$ cat config.mk
export PLATFORM = sky130hd
export DESIGN_NAME = steuerwerk
export DESIGN_NICKNAME = d
export VERILOG_FILES = /design/src/rtl/steuerwerk.sv
export SDC_FILE = /design/constraint.sdc
export NUM_CORES = 1
export LEC_CHECK = 0
export CAP_MARGIN = 20
export CORE_UTILIZATION = 40
export DETAILED_ROUTE_END_ITERATION = 16
export PLACE_DENSITY = 0.65
export SLEW_MARGIN = 40
export SYNTH_ARGS = -nofsm -noshare
export SYNTH_HDL_FRONTEND = slang
export SYNTH_SLANG_ARGS = --single-unit
$ cat constraint.sdc
create_clock -name Clock -period 2.5 [get_ports Clock]
set_input_delay 0.5 -clock Clock [delete_from_list [all_inputs] [get_ports Clock]]
set_output_delay 0.5 -clock Clock [all_outputs]
set_load 0.02 [all_outputs]
$ cat src/rtl/steuerwerk.sv
// steuerwerk: multi-cycle fetch/decode/ALU/writeback sequencer with phase timers,
// instruction-boundary halt and retired-instruction counter.
// Optional memory-handshake watchdog: define STEUERWERK_WATCHDOG_EN.
module steuerwerk #(
  parameter int RESETTIME         = 3,
  parameter int DECODETIME        = 4,
  parameter int ALUTIME           = 3,
  parameter int REGISTERWRITETIME = 2,
  parameter int PCWRITETIME       = 1,
  parameter int CNT_W             = 4,
  parameter int ZAEHLER_W         = 32,
  parameter int TIMEOUT           = 255
) (
  input  logic                 Clock,
  input  logic                 Reset,
  input  logic                 LoadBefehl,
  input  logic                 StoreBefehl,
  input  logic                 JALBefehl,
  input  logic                 UnbedingterSprungBefehl,
  input  logic                 BedingterSprungBefehl,
  input  logic                 Bedingung,
  input  logic                 BefehlGeladen,
  input  logic                 DatenGeladen,
  input  logic                 DatenGespeichert,
  input  logic                 Halt,
  output logic                 RegisterSchreibSignal,
  output logic                 ALUStartSignal,
  output logic                 ALUSchreibSignal,
  output logic                 LoadBefehlSignal,
  output logic                 LoadDatenSignal,
  output logic                 StoreDatenSignal,
  output logic                 PCSignal,
  output logic                 DekodierSignal,
  output logic                 ResetSignal,
  output logic                 PCSprungSignal,
  output logic                 Angehalten,
  output logic                 Fehler,
  output logic [3:0]           Zustand,
  output logic [ZAEHLER_W-1:0] BefehlsZaehler
);

  typedef enum logic [3:0] {
    RESET_WAIT = 4'd0,
    FETCH      = 4'd1,
    DECODE     = 4'd2,
    ALU_1      = 4'd3,
    ALU_2      = 4'd4,
    WB_JUMP    = 4'd5,
    WB_STORE   = 4'd6,
    WB_LOAD    = 4'd7,
    WB_REG     = 4'd8,
    HALT       = 4'd9,
    FEHLER     = 4'd10
  } state_e;

  localparam logic [CNT_W-1:0] RST_LD = CNT_W'(RESETTIME - 1);
  localparam logic [CNT_W-1:0] DEC_LD = CNT_W'(DECODETIME - 1);
  localparam logic [CNT_W-1:0] ALU_LD = CNT_W'(ALUTIME - 1);
  localparam logic [CNT_W-1:0] REG_LD = CNT_W'(REGISTERWRITETIME - 1);
  localparam logic [CNT_W-1:0] PC_LD  = CNT_W'(PCWRITETIME - 1);

  state_e                 state_q;
  logic [CNT_W-1:0]       cnt_q;
  logic [ZAEHLER_W-1:0]   zaehler_q;
  logic rst_q, ldb_q, dek_q, alu_q, aluw_q, reg_q, pc_q, ldd_q, std_q;
  logic jump, wb_exit, wd_expire;

  assign jump    = UnbedingterSprungBefehl | BedingterSprungBefehl;
  assign wb_exit = ((state_q == WB_JUMP || state_q == WB_REG) && cnt_q == '0) ||
                   (state_q == WB_STORE && DatenGespeichert);

`ifdef STEUERWERK_WATCHDOG_EN
  logic [15:0] wcnt_q;
  logic        waiting;

  always_comb begin
    waiting = 1'b0;
    case (state_q)
      FETCH:    waiting = !BefehlGeladen;
      WB_STORE: waiting = !DatenGespeichert;
      WB_LOAD:  waiting = !DatenGeladen;
      default:  waiting = 1'b0;
    endcase
  end

  // A handshake (or any non-waiting state) clears the count, so every entry starts at 0.
  assign wd_expire = waiting && (({1'b0, wcnt_q} + 17'd1) == 17'(TIMEOUT));

  always_ff @(posedge Clock or posedge Reset) begin
    if (Reset)         wcnt_q <= '0;
    else if (!waiting) wcnt_q <= '0;
    else               wcnt_q <= wcnt_q + 16'd1;
  end

  assign Fehler = (state_q == FEHLER);
`else
  logic [15:0] unused_timeout;
  assign unused_timeout = 16'(TIMEOUT);
  assign wd_expire      = 1'b0;
  assign Fehler         = 1'b0;
`endif

  always_ff @(posedge Clock or posedge Reset) begin
    if (Reset) begin
      state_q   <= RESET_WAIT;
      cnt_q     <= RST_LD;
      zaehler_q <= '0;
      rst_q     <= 1'b1;
      ldb_q     <= 1'b0;
      dek_q     <= 1'b0;
      alu_q     <= 1'b0;
      aluw_q    <= 1'b0;
      reg_q     <= 1'b0;
      pc_q      <= 1'b0;
      ldd_q     <= 1'b0;
      std_q     <= 1'b0;
    end else if (wd_expire) begin
      state_q <= FEHLER;
      ldb_q   <= 1'b0;
      pc_q    <= 1'b0;
      ldd_q   <= 1'b0;
      std_q   <= 1'b0;
    end else if (wb_exit) begin
      pc_q      <= 1'b0;
      reg_q     <= 1'b0;
      std_q     <= 1'b0;
      zaehler_q <= zaehler_q + 1'b1;
      if (Halt) begin
        state_q <= HALT;
      end else begin
        state_q <= FETCH;
        ldb_q   <= 1'b1;
      end
    end else begin
      case (state_q)
        RESET_WAIT: begin
          if (cnt_q == '0) begin
            rst_q   <= 1'b0;
            ldb_q   <= 1'b1;
            state_q <= FETCH;
          end else cnt_q <= cnt_q - 1'b1;
        end
        FETCH: begin
          if (BefehlGeladen) begin
            ldb_q   <= 1'b0;
            dek_q   <= 1'b1;
            cnt_q   <= DEC_LD;
            state_q <= DECODE;
          end
        end
        DECODE: begin
          if (cnt_q == '0) begin
            dek_q   <= 1'b0;
            alu_q   <= 1'b1;
            reg_q   <= JALBefehl;
            cnt_q   <= ALU_LD;
            state_q <= ALU_1;
          end else cnt_q <= cnt_q - 1'b1;
        end
        ALU_1: begin
          if (cnt_q == '0) begin
            alu_q   <= 1'b0;
            aluw_q  <= 1'b1;
            state_q <= ALU_2;
          end else cnt_q <= cnt_q - 1'b1;
        end
        ALU_2: begin
          aluw_q <= 1'b0;
          reg_q  <= 1'b0;
          pc_q   <= 1'b1;
          if (jump) begin
            cnt_q   <= PC_LD;
            state_q <= WB_JUMP;
          end else if (StoreBefehl) begin
            std_q   <= 1'b1;
            state_q <= WB_STORE;
          end else if (LoadBefehl) begin
            ldd_q   <= 1'b1;
            state_q <= WB_LOAD;
          end else begin
            reg_q   <= 1'b1;
            cnt_q   <= REG_LD;
            state_q <= WB_REG;
          end
        end
        WB_JUMP, WB_REG: cnt_q <= cnt_q - 1'b1;
        WB_LOAD: begin
          // PCSignal deliberately stays high into the register writeback
          if (DatenGeladen) begin
            ldd_q   <= 1'b0;
            reg_q   <= 1'b1;
            cnt_q   <= REG_LD;
            state_q <= WB_REG;
          end
        end
        HALT: begin
          if (!Halt) begin
            ldb_q   <= 1'b1;
            state_q <= FETCH;
          end
        end
        default: ;
      endcase
    end
  end

  assign ResetSignal           = rst_q;
  assign LoadBefehlSignal      = ldb_q;
  assign DekodierSignal        = dek_q;
  assign ALUStartSignal        = alu_q;
  assign ALUSchreibSignal      = aluw_q;
  assign RegisterSchreibSignal = reg_q;
  assign PCSignal              = pc_q;
  assign LoadDatenSignal       = ldd_q;
  assign StoreDatenSignal      = std_q;
  assign PCSprungSignal        = UnbedingterSprungBefehl | (BedingterSprungBefehl & Bedingung);
  assign Angehalten            = (state_q == HALT);
  assign Zustand               = state_q;
  assign BefehlsZaehler        = zaehler_q;

endmodule

==> results.cfg, run 1 <==
[setup_path]
crit_start = cnt_q[0]
critical_path_class = register to register
critPathRequiredTime_ps = 2730
r2r_start = cnt_q[0]
cp_data_arrival_time_ps = 2600
reg2reg_slack_ps = 130
critPathLaunchType = register
critPathMaxFanout = 15
end_kind = register

[die]
rows = 30
die_w_um = 85.54
ios = 60
die_h_um = 85.54
initial_core_util = 0.4131
die_area_um2 = 7316
coreArea_um2 = 6756

[final_layout]
nNetsFinal = 368
syn_to_final_growth_pct = 28.46
final_common_cell = clkdlybuf4s50_1
drive_gt1_frac = 0.1352
n_antenna_cell = 0
post-route-util = 0.5307
final_cell_mix = 57 x clkdlybuf4s50_1, 46 x dfrtp_1, 28 x xnor2_1

[grt]
grt_pass1_vias = 2363
antenna_found_initial = 0
grt.overflow.total = 0
grt_pass1_wl_mm = 11.54
grt_max_degree = 29
track_usage = 0.1980

[status]
outcome = finished clean

[sta]
tightest_slew_ps = 510.2
fin_setup_tns_ps = 0
min_period_over_period = 0.9484
finalHoldViolCount = 0
rsz0062_at_grt = false
fin_skew_ps = 4.401
finalSetupViolations = 0
slew_headroom = 0.6578
fmax_ghz = 0.4217
finalMaxSlewViolations = 0
min_period_ps = 2371

[synth]
synth_top_area_frac = 0.4213
synth-async-reset-ratio = 1.000
ys_types = 66
synthTopCellsByArea = dfrtp_1 42%, xnor2_1 8.8%, a21oi_1 3.8%
yosysTopAreaCell = dfrtp_1
synth_area_per_cell_um2 = 9.593
ys_ff_latch = 49
synth_edf_count = 0
ys.warnings.count = 0
synth_flop_cell = dfrtp_1
seq_area_frac_synth = 0.4402
synth_area_um2 = 2791
syn_nets = 305
syn-instance-count = 291

[placed_design]
dp_hpwl_mm = 4.777
numPortBuffers = 58
gp_congestion = 0.8913

[drt]
drt.antenna.violating_nets = 0
wl_per_cell_um = 15.21
dr.pass1.iters = 4
wirelength_mm = 6.617
via_count = 2421
vias_per_cell = 5.566
drcViolationCount = 0
drt_iter0_markers = 180

[power]
cellInternalPower_w = 0.001830
p_switching_w = 0.001269
irDropWorstVdd_mv = 0.3284
swShare = 0.4095
p_per_area_nw_per_um2 = 864.4
clock_power_share = 0.153
p_comb_frac = 0.488
leakage_nw = 1.526
seq_power_share = 0.358

[clock_tree]
ctsRootBufferMaster = clkbuf_8
clockBufferDepth = 2
clk_pin_slew_ps = 90
cts_setup_buffers = 0
hold_buffers = 0
cts-buffers-inserted = 5
h-tree-depth = 2
tritoncts = built
cts.sinks = 49
clk_latency_ps = 300

[min_path]
hold_class = register to register
hp-start = BefehlsZaehler[31]

[job]
drv_cap = 0
-- sequential cells by signal, summed over array words and instances, names as in the netlist --
| name | cells |
|---|---|
| LoadDatenSignal | 1 |
| DekodierSignal | 1 |
| PCSignal | 1 |
| cnt_q | 4 |
| ALUSchreibSignal | 1 |
| StoreDatenSignal | 1 |
| LoadBefehlSignal | 1 |
| ResetSignal | 1 |
| ALUStartSignal | 1 |
| BefehlsZaehler | 32 |
| RegisterSchreibSignal | 1 |
| Zustand | 4 |
-- logic make-up after synthesis --
logic type / after synthesis / share of synthesized area
simple gates: 112 / 0.2219
compound gates: 63 / 0.1533
flops: 49 / 0.4402
xor+xnor: 31 / 0.09727
buf+inv: 27 / 0.05378
mux: 6 / 0.02331
fa+ha+maj: 2 / 0.008963
other cells: 1 / 0.001343
-- metal layers --
layer	part of all wire	wire (um)	GRT usage
met1	0.47	3099	0.2793
met2	0.47	3131	0.3127
met3	0.045	297	0.03561
met4	0.013	87	0.05909
met5	0	0	0
-- what timing repair did --
action | in CTS | in global routing
gates resized for setup | 1 | 2
gates cloned | 0 | 0
endpoints found under the setup margin | 1 | 2
-- cell usage after synthesis (all sizes together) (4+ instances only) --
| cell | n |
|---|---|
| a21oi | 21 |
| and3 | 9 |
| xnor2 | 28 |
| inv | 10 |
| clkbuf | 6 |
| nor2 | 19 |
| buf | 11 |
| o21ai | 9 |
| or2 | 4 |
| mux2 | 4 |
| nand2 | 26 |
| nor3 | 8 |
| o31ai | 4 |
| nand3 | 15 |
| and4 | 4 |
| nand4 | 7 |
| dfrtp | 47 |
-- final cells by class --
class / count / area (um2)
repair buffers: 73 / 708.2
clock inverters: 3 / 21.27
clock buffers: 5 / 68.82
flip-flops and latches: 49 / 1230
fillers: 620 / 3171
well taps: 80 / 100.1
inverters: 10 / 37.54
multi-input cells: 215 / 1420
-- metrics by stage --
step | hold WS (ps) | power [W] | std cells | worst slack [ps] | cell area, um2
finish | 481.6 | 0.003100 | 435 | 128.9 | 3586
global route | 496.7 | 0.003344 | 435 | 18.58 | 3586
CTS | 488.8 | 0.003114 | 435 | 27.38 | 3576
detailed placement | 460.7 | 0.002618 | 427 | 143.0 | 3485
global placement | 469.0 | 0.002601 | 427 | 208.7 | 3485
floorplan | 503.8 | 0.002121 | 291 | 412.2 | 2791
-- worst max-delay path, stage by stage (launching register included) --
cell and delay (ps):
dfrtp_1 430, inv_1 70, ha_1 170, or3b_1 490, a211oi_2 320, o2111a_2 450
and3_2 240, xor2_1 130
-- path summary, 6_finish.rpt --
path                                       to  cells after the start
max                         BefehlsZaehler[5]                      7
min                        BefehlsZaehler[31]                      1
max reg2reg                 BefehlsZaehler[5]                      7
min reg2reg                BefehlsZaehler[31]                      1
max in group asynchronous            cnt_q[1]                      3
min in group asynchronous  BefehlsZaehler[17]                      2
-- power groups by stage --
stage	registers, W	clock network [W]	logic, W
floorplan	0.00118	0	0.000939
global placement	0.00112	0	0.00148
detailed placement	0.00112	0	0.00150
CTS	0.00111	0.000500	0.00150
global route	0.00114	0.000530	0.00168
finish	0.00111	0.000475	0.00151
No activity file was read; power rests on OpenSTA's default activity.
==> inputs of run 2 (changes only) <==
Settings changed: CORE_ASPECT_RATIO from default to 0.8.
==> run 2 against run 1 <==
Fmax increased by 1.0%. Critical path depth stayed put. Clock power decreased by 2%. Non-clock buffer count unchanged. Largest cell class unchanged. Combinational power about the same.
==> results.cfg, run 2 (synthesis gave the netlist of run 1 again) <==
[final_layout]
drive_gt1_frac = 0.1296
syn_to_final_growth_pct = 28.28
seq_area_um2 = 1230
post-route-util = 0.5449
instances_no_fill = 439
multi_input_area_um2 = 1413
final_cell_mix = 57 x clkdlybuf4s50_1, 46 x dfrtp_1, 28 x xnor2_1
nFillCells = 601
n_antenna_cell = 0
largest_register_ffs = 32
nNetsFinal = 368
final_common_cell = clkdlybuf4s50_1

[die]
ios = 60
initial_core_util = 0.4248
die_area_um2 = 7319
coreArea_um2 = 6571
die_h_um = 76.72
rows = 26
die_w_um = 95.40

[grt]
track_usage = 0.1882
antenna_found_initial = 0
grt.overflow.total = 0
grt_pass1_vias = 2106
grt_pass1_wl_mm = 10.90
grt_max_degree = 23

[clock_tree]
cts.sinks = 49
clk_pin_slew_ps = 90
cts-buffers-inserted = 5
ctsRootBufferMaster = clkbuf_8
clk_latency_ps = 300
tritoncts = built
clockBufferDepth = 2
h-tree-depth = 2
hold_buffers = 0

[placed_design]
dp_hpwl_mm = 4.810
dp_cells = 430
gp_congestion = 0.8649
numPortBuffers = 58

[sta]
min_period_ps = 2348
finalSetupViolations = 0
tightest_slew_ps = 604.3
finalHoldViolCount = 0
rsz0062_at_grt = false
fin_worst_hold_slack_ps = 472.2
finalMaxSlewViolations = 0
fin_skew_ps = 3.631
slew_headroom = 0.5908
fmax_ghz = 0.4260
fin_setup_tns_ps = 0
min_period_over_period = 0.9390

[power]
swShare = 0.4124
p_comb_frac = 0.484
p_switching_w = 0.001267
clock_power_share = 0.152
irDropWorstVdd_mv = 0.5290
p_per_area_nw_per_um2 = 857.5
p_total_w = 0.003071
seq_power_share = 0.364
leakage_nw = 1.516
cellInternalPower_w = 0.001804

[drt]
dr.pass1.iters = 4
wl_per_cell_um = 14.78
wirelength_mm = 6.489
via_count = 2393
drt.antenna.violating_nets = 0
drcViolationCount = 0
drt_iter0_markers = 141
vias_per_cell = 5.451

[min_path]
hp-start = ResetSignal
hold_class = register to register

[job]
drv_cap = 0

[setup_path]
critPathRequiredTime_ps = 2690
critical_path_class = register to register
r2r_start = cnt_q[1]
critPathLaunchType = register
end_kind = register
critPathMaxFanout = 7
crit_start = cnt_q[1]
cp_data_arrival_time_ps = 2540

[status]
outcome = finished clean
## run 2: cell count changes in the layout (fill, tap and decap cells not counted), sizes merged
| cell | change |
|---|---|
| clkbuf | +1 |
| clkinvlp | +1 |
| inv | -1 |
| clkinv | -1 |
## run 2: power by group through the flow
stage                     clock, W  sequential, W  combinational, W
after floorplan                  0        0.00118          0.000939
after detailed placement         0        0.00113           0.00147
after CTS                 0.000491        0.00111           0.00148
final                     0.000467        0.00112           0.00149
after global routing      0.000519        0.00114           0.00163
after global placement           0        0.00113           0.00147
## run 2: routing by layer
layer / GRT usage / share of wire
met1: 0.2950 / 0.49
met2: 0.2579 / 0.43
met3: 0.04762 / 0.068
met4: 0.03881 / 0.0074
met5: 0 / 0
## run 2: final timing paths
check / to / slack, ps / cells past startpoint
max: cnt_q[0] / 150 / 7
min: ResetSignal / 470 / 1
max reg2reg: cnt_q[0] / 150 / 7
min reg2reg: ResetSignal / 470 / 1
max in group asynchronous: BefehlsZaehler[20] / 1390 / 3
min in group asynchronous: BefehlsZaehler[26] / 530 / 2
## run 2: worst max-delay path, stage by stage, from the launching register on
cell,delay (ps)
dfstp_2,570
inv_1,40
ha_1,190
or3b_1,350
mux2i_1,130
a211o_2,390
nor2_1,210
mux2_2,360
## run 2: area by class of cell
class,count,share of cell area
well taps,84,0.02935
multi-input cells,215,0.3945
flip-flops and latches,49,0.3435
repair buffers,73,0.1978
inverters,10,0.01048
clock inverters,2,0.004193
clock buffers,6,0.02027
## run 2: metrics by stage
step                      setup WS (ps)  instance area (um2)
final                             152.5                 3581
after global routing              26.95                 3581
after detailed placement          148.1                 3470
after CTS                         48.99                 3557
after global placement            182.4                 3470
after floorplan                   412.2                 2791
## run 2: what timing repair did
action | CTS | global route
gates resized for setup | 0 | 2
setup endpoints to repair | 0 | 9
setup buffers | 0 | 1
